## config.mk

```make
export PLATFORM = sky130hd
export DESIGN_NAME = contador_multi
export DESIGN_NICKNAME = d
export VERILOG_FILES = /design/src/rtl/contador_multi_pkg.sv /design/src/rtl/contador_canal.sv /design/src/rtl/contador_multi.sv
export SDC_FILE = /design/constraint.sdc
export NUM_CORES = 1
export LEC_CHECK = 0
export CORE_MARGIN = 10
export CORE_UTILIZATION = 40
export CTS_CLUSTER_DIAMETER = 40
export DETAILED_ROUTE_END_ITERATION = 6
export DONT_BUFFER_PORTS = 1
export PLACE_DENSITY = 0.57
export SLEW_MARGIN = 20
export SYNTH_ARGS = -nofsm -noshare
export SYNTH_HDL_FRONTEND = slang
export SYNTH_SLANG_ARGS = --single-unit
```

## constraint.sdc

```tcl
create_clock -name clk -period 3.2 [get_ports clk]
set_input_delay 0.32 -clock clk [delete_from_list [all_inputs] [get_ports clk]]
set_output_delay 0.32 -clock clk [all_outputs]
set_load 0.01 [all_outputs]
```

## src/rtl/contador_multi_pkg.sv

```systemverilog
// Shared defaults for the output-stage pop-count monitor and the
// index-width helper used to size the channel selector.
package contador_multi_pkg;

  localparam int FIFO_UNITS_DEF  = 4;
  localparam int CNT_W_DEF       = 5;
  localparam int TOT_W_DEF       = 7;
  localparam int CLR_ON_READ_DEF = 0;

  // Smallest r with 2**r >= value; never returns less than 1.
  function automatic int clog2_f(input int value);
    int r;
    r = 1;
    while ((1 << r) < value) begin
      r = r + 1;
    end
    return r;
  endfunction

endpackage

```

## src/rtl/contador_canal.sv

```systemverilog
// One saturating per-FIFO word counter with a sticky saturation flag,
// cleared globally or by an accepted clear-on-read.
module contador_canal #(
  parameter int CNT_W = 5
) (
  input  logic             clk,
  input  logic             reset,
  input  logic             inc,
  input  logic             clr_read,
  input  logic             clr_all,
  output logic [CNT_W-1:0] cnt,
  output logic             sat
);

  localparam logic [CNT_W-1:0] CNT_MAX  = {CNT_W{1'b1}};
  localparam logic [CNT_W-1:0] CNT_ZERO = {CNT_W{1'b0}};
  localparam logic [CNT_W-1:0] CNT_ONE  = {{(CNT_W-1){1'b0}}, 1'b1};

  logic [CNT_W-1:0] cnt_r;
  logic             sat_r;

  // Counter and sticky flag; a pop landing with the read clear still counts.
  always_ff @(posedge clk or negedge reset) begin
    if (!reset) begin
      cnt_r <= CNT_ZERO;
      sat_r <= 1'b0;
    end else if (clr_all) begin
      cnt_r <= CNT_ZERO;
      sat_r <= 1'b0;
    end else if (clr_read) begin
      cnt_r <= inc ? CNT_ONE : CNT_ZERO;
      sat_r <= 1'b0;
    end else if (inc) begin
      if (cnt_r == CNT_MAX) begin
        sat_r <= 1'b1;
      end else begin
        cnt_r <= cnt_r + CNT_ONE;
      end
    end
  end

  assign cnt = cnt_r;
  assign sat = sat_r;

endmodule

```

## src/rtl/contador_multi.sv

```systemverilog
// Pop-count monitor: per-FIFO saturating counters, a saturating total, and
// registered indexed reads that are only honoured while the output stage is idle.
module contador_multi
  import contador_multi_pkg::*;
#(
  parameter int FIFO_UNITS  = FIFO_UNITS_DEF,
  parameter int INDEX       = clog2_f(FIFO_UNITS),
  parameter int CNT_W       = CNT_W_DEF,
  parameter int TOT_W       = TOT_W_DEF,
  parameter int CLR_ON_READ = CLR_ON_READ_DEF
) (
  input  logic                  clk,
  input  logic                  reset,
  input  logic [FIFO_UNITS-1:0] pop_vec,
  input  logic                  pop,
  input  logic                  idle,
  input  logic                  req,
  input  logic [INDEX-1:0]      idx,
  input  logic                  clr_all,
  output logic [CNT_W-1:0]      cuenta,
  output logic [TOT_W-1:0]      total,
  output logic                  sat,
  output logic                  valid,
  output logic                  err
);

  localparam logic [INDEX:0]   UNITS_L  = (INDEX+1)'(FIFO_UNITS);
  localparam logic [TOT_W-1:0] TOT_MAX  = {TOT_W{1'b1}};
  localparam logic [TOT_W-1:0] TOT_ZERO = {TOT_W{1'b0}};
  localparam logic [TOT_W-1:0] TOT_ONE  = {{(TOT_W-1){1'b0}}, 1'b1};
  localparam logic [CNT_W-1:0] CNT_ZERO = {CNT_W{1'b0}};

  logic [CNT_W-1:0]      cnt_s [FIFO_UNITS];
  logic [FIFO_UNITS-1:0] sat_s;
  logic                  accept_s;
  logic [CNT_W-1:0]      sel_cnt_s;
  logic                  sel_sat_s;

  logic [TOT_W-1:0] tot_cnt_r;
  logic [CNT_W-1:0] cuenta_r;
  logic [TOT_W-1:0] total_r;
  logic             sat_r;
  logic             valid_r;
  logic             err_r;

  // Read decode and channel select; the select is a compare loop so an
  // out-of-range idx never indexes past the counter array.
  always_comb begin
    accept_s  = req & idle & ({1'b0, idx} < UNITS_L);
    sel_cnt_s = CNT_ZERO;
    sel_sat_s = 1'b0;
    for (int i = 0; i < FIFO_UNITS; i++) begin
      if (idx == INDEX'(i)) begin
        sel_cnt_s = cnt_s[i];
        sel_sat_s = sat_s[i];
      end else begin
        sel_cnt_s = sel_cnt_s;
        sel_sat_s = sel_sat_s;
      end
    end
  end

  for (genvar g = 0; g < FIFO_UNITS; g++) begin : g_canal
    logic clr_read_s;
    assign clr_read_s = (CLR_ON_READ != 0) && accept_s && (idx == INDEX'(g));

    contador_canal #(.CNT_W(CNT_W)) u_canal (
      .clk      (clk),
      .reset    (reset),
      .inc      (pop_vec[g]),
      .clr_read (clr_read_s),
      .clr_all  (clr_all),
      .cnt      (cnt_s[g]),
      .sat      (sat_s[g])
    );
  end

  // Total pop counter; reads never clear it.
  always_ff @(posedge clk or negedge reset) begin
    if (!reset) begin
      tot_cnt_r <= TOT_ZERO;
    end else if (clr_all) begin
      tot_cnt_r <= TOT_ZERO;
    end else if (pop && (tot_cnt_r != TOT_MAX)) begin
      tot_cnt_r <= tot_cnt_r + TOT_ONE;
    end
  end

  // Response registers capture pre-edge counts; zero outside a response cycle.
  always_ff @(posedge clk or negedge reset) begin
    if (!reset) begin
      cuenta_r <= CNT_ZERO;
      total_r  <= TOT_ZERO;
      sat_r    <= 1'b0;
      valid_r  <= 1'b0;
      err_r    <= 1'b0;
    end else begin
      valid_r  <= accept_s;
      err_r    <= req & ~accept_s;
      cuenta_r <= accept_s ? sel_cnt_s : CNT_ZERO;
      total_r  <= accept_s ? tot_cnt_r : TOT_ZERO;
      sat_r    <= accept_s & sel_sat_s;
    end
  end

  assign cuenta = cuenta_r;
  assign total  = total_r;
  assign sat    = sat_r;
  assign valid  = valid_r;
  assign err    = err_r;

endmodule
```

---- Word-level counts from Yosys, hierarchy flattened ----
Cells that the tools add are included.
word-level totals
  register bits ........................... 46
  bits in latches ......................... 0
  memory bits (writable) .................. 0
  memory bits (read-only) ................. 0
  input bits .............................. 12
  output and inout bits ................... 15
  word-level logic and storage cells ...... 90
  memories kept ........................... 0
cells by class
  add/subtract/negate cells ............... 5
  $mul .................................... 0
  divide/modulo/power cells ............... 0
  order comparisons ....................... 0
  equal/unequal tests ..................... 12
  shift operators ......................... 0
  mux-type cells .......................... 36
  bitwise gates (word level) .............. 4
  reductions and logical operators ........ 19
operators by type and width
  cell                                                              number
  5-bit 2-to-1 mux                                                  17
  7-bit 2-to-1 mux                                                  3
  5-bit by 1-bit adder with 5-bit output (second input constant)    4
  5-bit == test (second input constant)                             4
  2-bit nonzero test                                                9
  1-bit 2-to-1 mux                                                  16
  2-bit AND reduction                                               8
  2-bit != test (second input constant)                             4
  7-bit by 1-bit adder with 7-bit output (second input constant)    1
  7-bit != test (second input constant)                             1
  2-bit == test (second input constant)                             2
  1-bit bitwise AND                                                 3
  2-bit by 1-bit == test with 1-bit output (second input constant)  1
  2-bit logical NOT                                                 1
  1-bit logical AND                                                 1
  1-bit NOT                                                         1

---- Depth between registers and ports, before layout ----
Gate-level depths: netlist (run 1).
  word-level depth ........................ 6
  gate-level depth with buffers ........... 7

---- Cells and area by module ----
From an unflattened synthesis (run 1), not the netlist that was laid out.
unflattened totals
  cell total of the unflattened synthesis .. 186
  area total of the unflattened synthesis .. 2,182.1 um^2
modules (own cells, without submodules)
  module          instances  cells each  area each (um^2)
  contador_canal  4          28          300.3
  contador_multi  1          74          980.9

---- Least setup slack after synthesis (run 1) ----
OpenSTA, ideal clock, no wires.
  path kind ............................... register to register
  start point ............................. register g_canal[1].u_canal.cnt_r[0]
  end point ............................... register g_canal[1].u_canal.cnt_r[3]
  library setup time ...................... 0.077 ns
  arrival time ............................ 1.678 ns
  slack ................................... 1.444 ns
  stages on the path, launching flop included .. 8
  path buffers ............................ 1
  clock period less this slack ............ 1.756 ns
  path through ............................ dfrtp_1 -> ha_1 -> and3_1 -> ha_1 -> nand2b_1 -> buf_6 -> or3_1 -> a21oi_1
between the ends
  cells in the longest elaborated chain, start to end .. 4
  elaborated cells between the ends (all ways) .. 7
ends and longest elaborated chain
  what                                    RTL line              source
  start, declared                         contador_canal.sv:19  logic [CNT_W-1:0] cnt_r;
  start signal, assigned                  contador_canal.sv:31  cnt_r <= inc ? CNT_ONE : CNT_ZERO;
  start signal, assigned                  contador_canal.sv:37  cnt_r <= cnt_r + CNT_ONE;
  5-bit by 1-bit adder with 5-bit output  contador_canal.sv:37
  5-bit 2-to-1 mux                        contador_canal.sv:34  if (cnt_r == CNT_MAX) begin
  5-bit 2-to-1 mux                        contador_canal.sv:33  end else if (inc) begin
  5-bit 2-to-1 mux                        contador_canal.sv:27  end else if (clr_all) begin
Several ways; a longest one is shown, not always the timed one. The select of a mux whose other input is x is not followed.
A chain may end at the register's enable or synchronous reset.

---- Worst setup path in the final report (run 1) ----
  start point ............................. register g_canal[3].u_canal.cnt_r[0]
  end point ............................... register g_canal[3].u_canal.cnt_r[3]
between the ends
  cells in the longest elaborated chain, start to end .. 4
  elaborated cells between the ends (all ways) .. 7
ends and longest elaborated chain
  what                                    RTL line
  start, declared                         contador_canal.sv:19
  start signal, assigned                  contador_canal.sv:31
  start signal, assigned                  contador_canal.sv:37
  5-bit by 1-bit adder with 5-bit output  contador_canal.sv:37
  5-bit 2-to-1 mux                        contador_canal.sv:34
  5-bit 2-to-1 mux                        contador_canal.sv:33
  5-bit 2-to-1 mux                        contador_canal.sv:27
Several ways; a longest one is shown, not always the timed one. The select of a mux whose other input is x is not followed.

==> results.md, run 1 <==
Setup path:
- The critical path's most frequent cell is sky130_fd_sc_hd__ha_1.
- The slowest cell on the critical path is sky130_fd_sc_hd__dfrtp_1.
- For the worst setup path, the data required time is 3.43 ns.
- The family with the most delay on the worst path is simple AND/OR/NAND/NOR gates.
- The signal on the critical path passes through ha_1 -> and3_1 -> ha_1 -> nand2b_1 -> or3_1 -> a21oi_1.
- The critical path is of the reg -> reg type.
- Setup slack on the worst reg-to-reg path comes out at 1.33 ns.
- STA classifies the critical path endpoint as a flop.
- The arrival time reported for the critical path endpoint is 2.10 ns.
- The biggest cell delay along the critical path is 0.43 ns.
- The critical-path maximum fanout is 5.
- The number of buffer and inverter stages on the critical path is 0.
- The sort of element at the start of the critical path is a flop.

Placed design:
- The wire-length estimate of the detail-placed layout is 3030 um.
- Including well taps, the total number of placed cells is 242.
- The post-placement cell area is 2160 um^2.
- Before CTS, the worst setup slack after placement is 1.35 ns.
- In this run the tool buffered the top-level ports with 0 buffer cells.
- Routability-driven placement finished with a final weighted congestion of 0.781.

Drt:
- The number of DRC violations after detailed-routing iteration 0 is 87.
- The number of nets with antenna violations after detailed routing is 0.
- The number of design rule violations left after detail routing is 0.
- The detailed router put a total of 1900 um of wire on met1.
- In the routed layout, each cell is associated on average with a via count of 5.31.
- The routed layout has 1,337 vias.
- The highest metal layer used by the detailed router is met4.
- In the detailed route, the total length drawn on met3 is 273 um.
- Dividing the detail-routed wire length by the instance count gives 16.2 um.
- Summed over all layers, the routed wires come to 4090 um.
- Detailed routing placed a total of 1850 um of wire on met2.
- The first detailed-routing pass took 4 iterations.

Synthesis:
- The synthesized area per cell is 11.9 um^2.
- Yosys mapped the design onto 28 distinct sky130hd cell types.
- The synthesized netlist net count is 201.
- The total of flip-flops plus latches after synthesis is 46.
- The sequential area share after synthesis is 53.8%.
- After technology mapping, the gate count stands at 180.
- In this run the cell area of the synthesized design comes to 2140 um^2.
- Yosys printed 0 warnings.

Cells and area:
- The number of cells in the finished layout apart from fillers is 252.
- After filler insertion, the fill cell instance count of the layout stands at 501.
- 0 antenna diodes ended up in the layout.
- The area of combinational cells with multiple inputs is 925 um^2.
- From synthesis to final layout, the design area changed by 8.25%.
- The layout net count is 202.
- The share of cells above drive strength 1 is 9.34%.
- The core utilization of the finished layout is 45.0%.
- In the layout the commonest cells are sky130_fd_sc_hd__dfrtp_1 (46), sky130_fd_sc_hd__nor2_1 (20), sky130_fd_sc_hd__and3_1 (14), sky130_fd_sc_hd__a21oi_1 (14), sky130_fd_sc_hd__ha_1 (9).
- The finished cells cover 2310 um^2.
- Across the whole layout, storage elements account for 1150 um^2.
- The library cell used most frequently in the layout, excluding fill and tap cells, is sky130_fd_sc_hd__dfrtp_1.

Clock tree:
- The total clock buffers created by CTS is 5.
- The H-tree was split into 2 levels.
- The clock-pin transition on the worst setup and hold timing paths is 0.09 ns.
- Clock tree synthesis found a total of 46 sinks.
- The tree is rooted in a sky130_fd_sc_hd__clkbuf_8.
- The number of buffers on the longest clock path is 2.
- The number of gates given a new drive strength after cts is 0.
- At the later pin of the worst-skew pair, clock insertion delay measures 0.30 ns.
- The CTS tree is done.

STA:
- The setup slack of the critical path after layout is 1.33 ns.
- The sum of negative setup slack is 0 ns.
- Setup repair after global routing left no endpoint under its margin.
- On the final layout, the worst clock skew is 0.00499 ns.
- The final-report hold violation count is 0.
- The routed design could run at a clock period as short as 1.87 ns.
- Hold timing on the final database bottoms out at a slack of 0.0732 ns.
- The max-slew violation count is 0.
- The share of the cycle needed by the critical path after routing is 58.5%.
- At the pin with the least slew margin, the transition time is 0.253 ns.
- Static timing analysis puts the maximum clock frequency at 534 MHz.
- Headroom to the max-slew limit came out at 83.0%.
- Setup violations remaining at the end of the flow were counted as 0.

Pwr:
- The overall power is 1.11 mW.
- The power per cell area is 480 nW/um^2.
- In this run the static leakage power is 1.13 nW.
- Across the VDD grid, the largest voltage drop is 0.182 mV.

GRT:
- The number of global-route vias before repair is 1,375.
- The global-route wire length before repair is 7100 um.
- The largest net degree at the start of global routing is 47.
- For this run, the total global-route usage over all layers was measured as 10.2%.
- After global routing the overflow that remains totals 0.
- The number of antenna violations at the first check in global routing is 0.

Die:
- During I/O placement, the number of pins put on the boundary was 27.
- Measured along the y axis, the die boundary spans 93.1 um.
- The die outline area is 8670 um^2.
- The placeable core region is 5140 um^2.
- The chip width is 93.1 um.
- The initial core utilization is 41.6%.
- The initialized floorplan defines 26 standard-cell rows.

Run:
- Max-cap violations in this run came to 0.

Status:
- The flow ran to the end, and the final reports show no timing, DRC or antenna violations.

Hold path:
- The classification of the worst-slack hold path is in -> reg.
[routing by layer]
layer	vias up	track usage, %
met4	0	4.24
met2	25	14.7
met5	-	0
li1	636	-
met1	669	13.3
met3	7	3.76
[final cells by class]
type	instances	share of cell area [%]
tap	70	3.78
timing repair buffer	2	1.62
multi-input combinational	126	39.9
sequential	46	49.7
clock buffer	5	2.97
clock inverter	3	1.95
[kinds of logic after synthesis]
| logic type | after synthesis | share of synthesized area [%] |
|---|---|---|
| simple gates | 70 | 17.7 |
| flops | 46 | 53.8 |
| compound gates | 25 | 6.91 |
| mux | 14 | 10.1 |
| fa+ha+maj | 9 | 5.27 |
| xor+xnor | 8 | 3.28 |
| buf+inv | 8 | 2.93 |
[timing repair]
| item | CTS | global route |
|---|---|---|
| hold endpoints to repair | 46 | 0 |
| buffers inserted | 0 | 0 |
| hold buffers | 2 | 0 |
[flip-flops by register name, summed over array words and instances (netlist names)]
signal	cells
g_canal.u_canal.cnt	20
tot_cnt_r	7
total	7
cuenta	5
g_canal.u_canal.sat	4
err	1
sat	1
valid	1
[path summary, 6_finish.rpt]
| check | start | endpoint | cells after the start |
|---|---|---|---|
| setup reg to reg | g_canal[3].u_canal.cnt[0] | g_canal[3].u_canal.cnt[3] | 6 |
| max in group asynchronous | reset | g_canal[1].u_canal.sat | 2 |
| hold / removal | idle | err | 1 |
| min in group asynchronous | reset | total[0] | 2 |
| hold reg to reg | g_canal[1].u_canal.sat | g_canal[1].u_canal.sat | 2 |
| setup / recovery | g_canal[3].u_canal.cnt[0] | g_canal[3].u_canal.cnt[3] | 6 |
[cell usage after synthesis, drive strengths merged]
| cell type | n | area share (%) |
|---|---|---|
| a211oi | 1 | 0.35 |
| a21boi | 2 | 0.88 |
| a21oi | 14 | 3.3 |
| a311oi | 2 | 0.82 |
| a31oi | 1 | 0.29 |
| and2 | 8 | 2.3 |
| and3 | 14 | 4.1 |
| and4 | 1 | 0.41 |
| buf | 6 | 2.6 |
| clkbuf | 2 | 0.35 |
| dfrtp | 46 | 54 |
| ha | 9 | 5.3 |
| mux2 | 1 | 0.53 |
| mux2i | 7 | 3.3 |
| mux4 | 6 | 6.3 |
| nand2 | 5 | 0.88 |
| nand2b | 6 | 1.8 |
| nand3 | 4 | 0.94 |
| nand3b | 4 | 1.4 |
| nor2 | 20 | 3.5 |
| nor2b | 4 | 1.2 |
| o21ai | 4 | 0.94 |
| o21bai | 1 | 0.35 |
| or3 | 4 | 1.2 |
| xnor2 | 1 | 0.41 |
| xor2 | 7 | 2.9 |
[report_power, final]
| part | total, mW | switching [mW] | leakage (nW) | internal [mW] |
|---|---|---|---|---|
| Combinational | 0.0645 | 0.0319 | 0.443 | 0.0325 |
| Clock | 0.432 | 0.200 | 0.0504 | 0.232 |
| Sequential | 0.616 | 0.0189 | 0.632 | 0.597 |
[worst register-to-register path, stage by stage, from the launching register on]
cell and delay [ns]:
sky130_fd_sc_hd__dfrtp_1 0.43, sky130_fd_sc_hd__ha_1 0.23, sky130_fd_sc_hd__and3_1 0.18, sky130_fd_sc_hd__ha_1 0.20
sky130_fd_sc_hd__nand2b_1 0.23, sky130_fd_sc_hd__or3_1 0.38, sky130_fd_sc_hd__a21oi_1 0.15
(Power assumes the default switching activity.)
==> inputs of run 2 (changes only) <==
--- a/config.mk
+++ b/config.mk
@@ -10,7 +10,7 @@
 export CTS_CLUSTER_DIAMETER = 40
 export DETAILED_ROUTE_END_ITERATION = 6
 export DONT_BUFFER_PORTS = 1
-export PLACE_DENSITY = 0.57
+export PLACE_DENSITY = 0.59
 export SLEW_MARGIN = 20
 export SYNTH_ARGS = -nofsm -noshare
 export SYNTH_HDL_FRONTEND = slang
==> constraint.sdc (replaced) <==
create_clock -name clk -period 1.55 [get_ports clk]
set_input_delay 0.155 -clock clk [delete_from_list [all_inputs] [get_ports clk]]
set_output_delay 0.155 -clock clk [all_outputs]
set_load 0.01 [all_outputs]
==> results.md, run 2 (synthesis gave the netlist of run 1 again) <==
Pwr:
- The power per cell area was 848 nW/um^2 (was 480 nW/um^2).
- The leakage power figure is 1.21 nW (was 1.13 nW).
- The part of the power in registers is 56.7% (was 55.3%).
- The switching component of the power is 0.535 mW (was 0.251 mW).
- The proportion of power drawn by combinational gates is 11.1% (was 5.8%).
- The switching share of total power is 24.2% (was 22.5%).
- The peak supply drop is 0.407 mV (was 0.182 mV).
- The clock power share is 32.2% (was 38.9%).
- The internal power consumption is 1.68 mW (was 0.861 mW).

Cells and area:
- The share of cells above drive strength 1 came to 27.1% (was 9.34%).
- The number of inserted filler cells in the final layout is 453 (was 501).
- Commonest cells after routing, fill and taps aside: sky130_fd_sc_hd__dfrtp_1 (46), sky130_fd_sc_hd__nor2_1 (20), sky130_fd_sc_hd__buf_4 (14) (was sky130_fd_sc_hd__dfrtp_1 (46), sky130_fd_sc_hd__nor2_1 (20), sky130_fd_sc_hd__and3_1 (14), sky130_fd_sc_hd__a21oi_1 (14), sky130_fd_sc_hd__ha_1 (9)).
- The number of flip-flops under the largest register name is 20 (unchanged).
- The number of cells in the finished layout apart from fillers is 273 (was 252).
- The diode insertion count for antenna repair is 0 (unchanged).
- The final standard cell area without fillers is 2610 um^2 (was 2310 um^2).
- The layout net count is 223 (was 202).
- The leading cell type in the layout, fill and taps excluded is sky130_fd_sc_hd__dfrtp_1 (unchanged).
- The area added between synthesis and finish came to 22.2% (was 8.25%).
- The core utilization of the finished layout came to 50.8% (was 45.0%).

Placed design:
- The detailed-placement wirelength estimate is 3140 um (was 3030 um).
- The minimum setup slack after placement is -0.0223 ns (was 1.35 ns).
- The count of buffers inserted at the top-level ports is 0 (unchanged).
- The count of placed standard cells including taps is 256 (was 242).
- The post-placement cell area came to 2380 um^2 (was 2160 um^2).
- The routability congestion estimate is 0.830 (was 0.781).

Die:
- The height of the die was 93.1 um (unchanged).
- The placeable core region was 5140 um^2 (unchanged).
- The chip width is 93.1 um (unchanged).
- The boundary pin count is 27 (unchanged).
- The floorplan row count came to 26 (unchanged).
- The die outline area came to 8670 um^2 (unchanged).
- The initial core utilization is 41.6% (unchanged).

Clock tree:
- The CTS H-tree depth is 2 (unchanged).
- The CTS tree is done (unchanged).
- The cell at the root of the clock tree was sky130_fd_sc_hd__clkbuf_8 (unchanged).
- The clock-pin transition on the worst setup and hold timing paths is 0.09 ns (about the same).
- The number of buffers on the longest clock path is 2 (unchanged).
- The later-pin clock latency in the skew report came to 0.29 ns (was 0.30 ns).
- The CTS sink count came to 46 (unchanged).
- The total clock buffers created by CTS is 5 (unchanged).

Setup path:
- The depth of the worst register-to-register path is 6 (unchanged).
- The arrival time reported for the critical path endpoint came to 1.82 ns (was 2.10 ns).
- The category of the most critical setup path is reg -> reg (unchanged).
- The required time of the critical path was 1.77 ns (was 3.43 ns).
- The sort of element at the start of the critical path was a flop (unchanged).
- The critical-path maximum fanout came to 4 (was 5).
- The capturing element type of the critical path is a flop (unchanged).

GRT:
- The number of antenna violations at the first check in global routing was 0 (unchanged).
- The largest net degree at the start of global routing is 47 (unchanged).
- The residual overflow from global routing came to 0 (unchanged).
- The global-route wire length before repair was 6980 um (was 7100 um).
- The number of global-route vias before repair is 1,417 (was 1,375).
- The total track usage was 10.1% (was 10.2%).

Status:
- The checks that failed: negative setup slack.
- Result of the run: finished, violations left (was finished clean).

STA:
- The max-slew violation count is 0 (unchanged).
- The sum of negative setup slack is -0.0701 ns (was 0 ns).
- The setup slack of the critical path after layout is -0.0449 ns (was 1.33 ns).
- The share of the cycle needed by the critical path after routing is 103% (was 58.5%).
- The relative max-transition margin is 82.7% (was 83.0%).
- The achievable clock frequency is 627 MHz (was 534 MHz).
- The pin slew with the least headroom to its limit is 0.260 ns (was 0.253 ns).
- The clock skew was 0.00717 ns (was 0.00499 ns).
- The shortest period the worst path allows came to 1.59 ns (was 1.87 ns).
- The final-report hold violation count was 0 (unchanged).
- Setup repair after global routing missed its margin: yes (was no).
- The count of final setup violators is 3 (was 0).

Drt:
- The number of detailed-routing iterations run before antenna repair is 6 (was 4).
- The total number of vias is 1,430 (was 1,337).
- The via density per instance was 5.24 (was 5.31).
- The wire length after detailed routing is 4330 um (was 4090 um).
- The number of design rule violations left after detail routing came to 0 (unchanged).
- The routed wire length per instance is 15.8 um (was 16.2 um).
- The number of nets with antenna violations after detailed routing is 0 (unchanged).
- The number of DRC violations after detailed-routing iteration 0 is 75 (was 87).

Run:
- The number of violations of the max-capacitance limit is 0 (unchanged).

Hold path:
- The classification of the worst-slack hold path is in -> reg (unchanged).
- The number of cells on the worst hold path came to 2 (was 1).
-- run 2: cell types whose count changed in the layout (fill, tap and decap cells not counted), sizes merged --
| cell | change |
|---|---|
| clkinvlp | -1 |
| bufinv | -1 |
| clkinv | +2 |
| buf | +18 |
| dlygate4sd3 | +3 |
-- run 2: metrics by stage --
stage          hold slack (ns)  power, mW
2_1_floorplan           -0.141       1.40
3_3_place_gp            -0.139       1.44
3_5_place_dp            -0.139       1.45
4_1_cts                -0.0900       2.21
5_1_grt               0.000746       2.33
6_report                0.0172       2.21
-- run 2: worst paths after layout --
check	startpoint	endpoint	slack, ns
max in group asynchronous	reset	g_canal[1].u_canal.cnt[2]	0.98
setup reg to reg	g_canal[0].u_canal.cnt[1]	g_canal[0].u_canal.cnt[3]	-0.04
hold / removal	clr_all	tot_cnt_r[3]	0.02
min in group asynchronous	reset	total[0]	0.35
hold reg to reg	g_canal[1].u_canal.sat	g_canal[1].u_canal.sat	0.52
setup / recovery	g_canal[0].u_canal.cnt[1]	g_canal[0].u_canal.cnt[3]	-0.04
-- run 2: area by class of cell --
| cell class | instances | area, um^2 | area share (%) |
|---|---|---|---|
| clock buffer | 5 | 68.8 | 2.63 |
| tap | 70 | 87.6 | 3.35 |
| sequential | 46 | 1150 | 44.1 |
| multi-input combinational | 126 | 1060 | 40.5 |
| clock inverter | 3 | 21.3 | 0.814 |
| timing repair buffer | 23 | 226 | 8.67 |
-- run 2: routing by layer --
metal | part of all wire, % | global-route usage [%] | up-vias
li1 | - | - | 670
met1 | 43 | 12.6 | 710
met2 | 45 | 14.6 | 44
met3 | 10 | 5.36 | 6
met4 | 1.3 | 3.60 | 0
met5 | 0 | 0 | -
-- run 2: timing repair --
action                                  in CTS  in global routing
endpoints found under the hold margin       75                 31
buffers inserted                             1                  2
gates resized for setup                      0                  7
hold buffers                                 4                  2
endpoints found under the setup margin       3                 14
pin swaps                                    0                  3
-- run 2: power by group through the flow --
stage,logic [mW],clock network [mW],registers (mW)
finish,0.246,0.714,1.25
global route,0.270,0.800,1.26
floorplan,0.117,0,1.28
CTS,0.212,0.741,1.26
detailed placement,0.168,0,1.28
global placement,0.160,0,1.28
-- run 2: critical path, cell delays in order (launching register included) --
cell and delay (ns):
sky130_fd_sc_hd__dfrtp_1 0.39, sky130_fd_sc_hd__ha_2 0.19, sky130_fd_sc_hd__and3_4 0.18, sky130_fd_sc_hd__ha_4 0.16, sky130_fd_sc_hd__nand2b_4 0.15, sky130_fd_sc_hd__or3_1 0.32, sky130_fd_sc_hd__a21oi_1 0.13
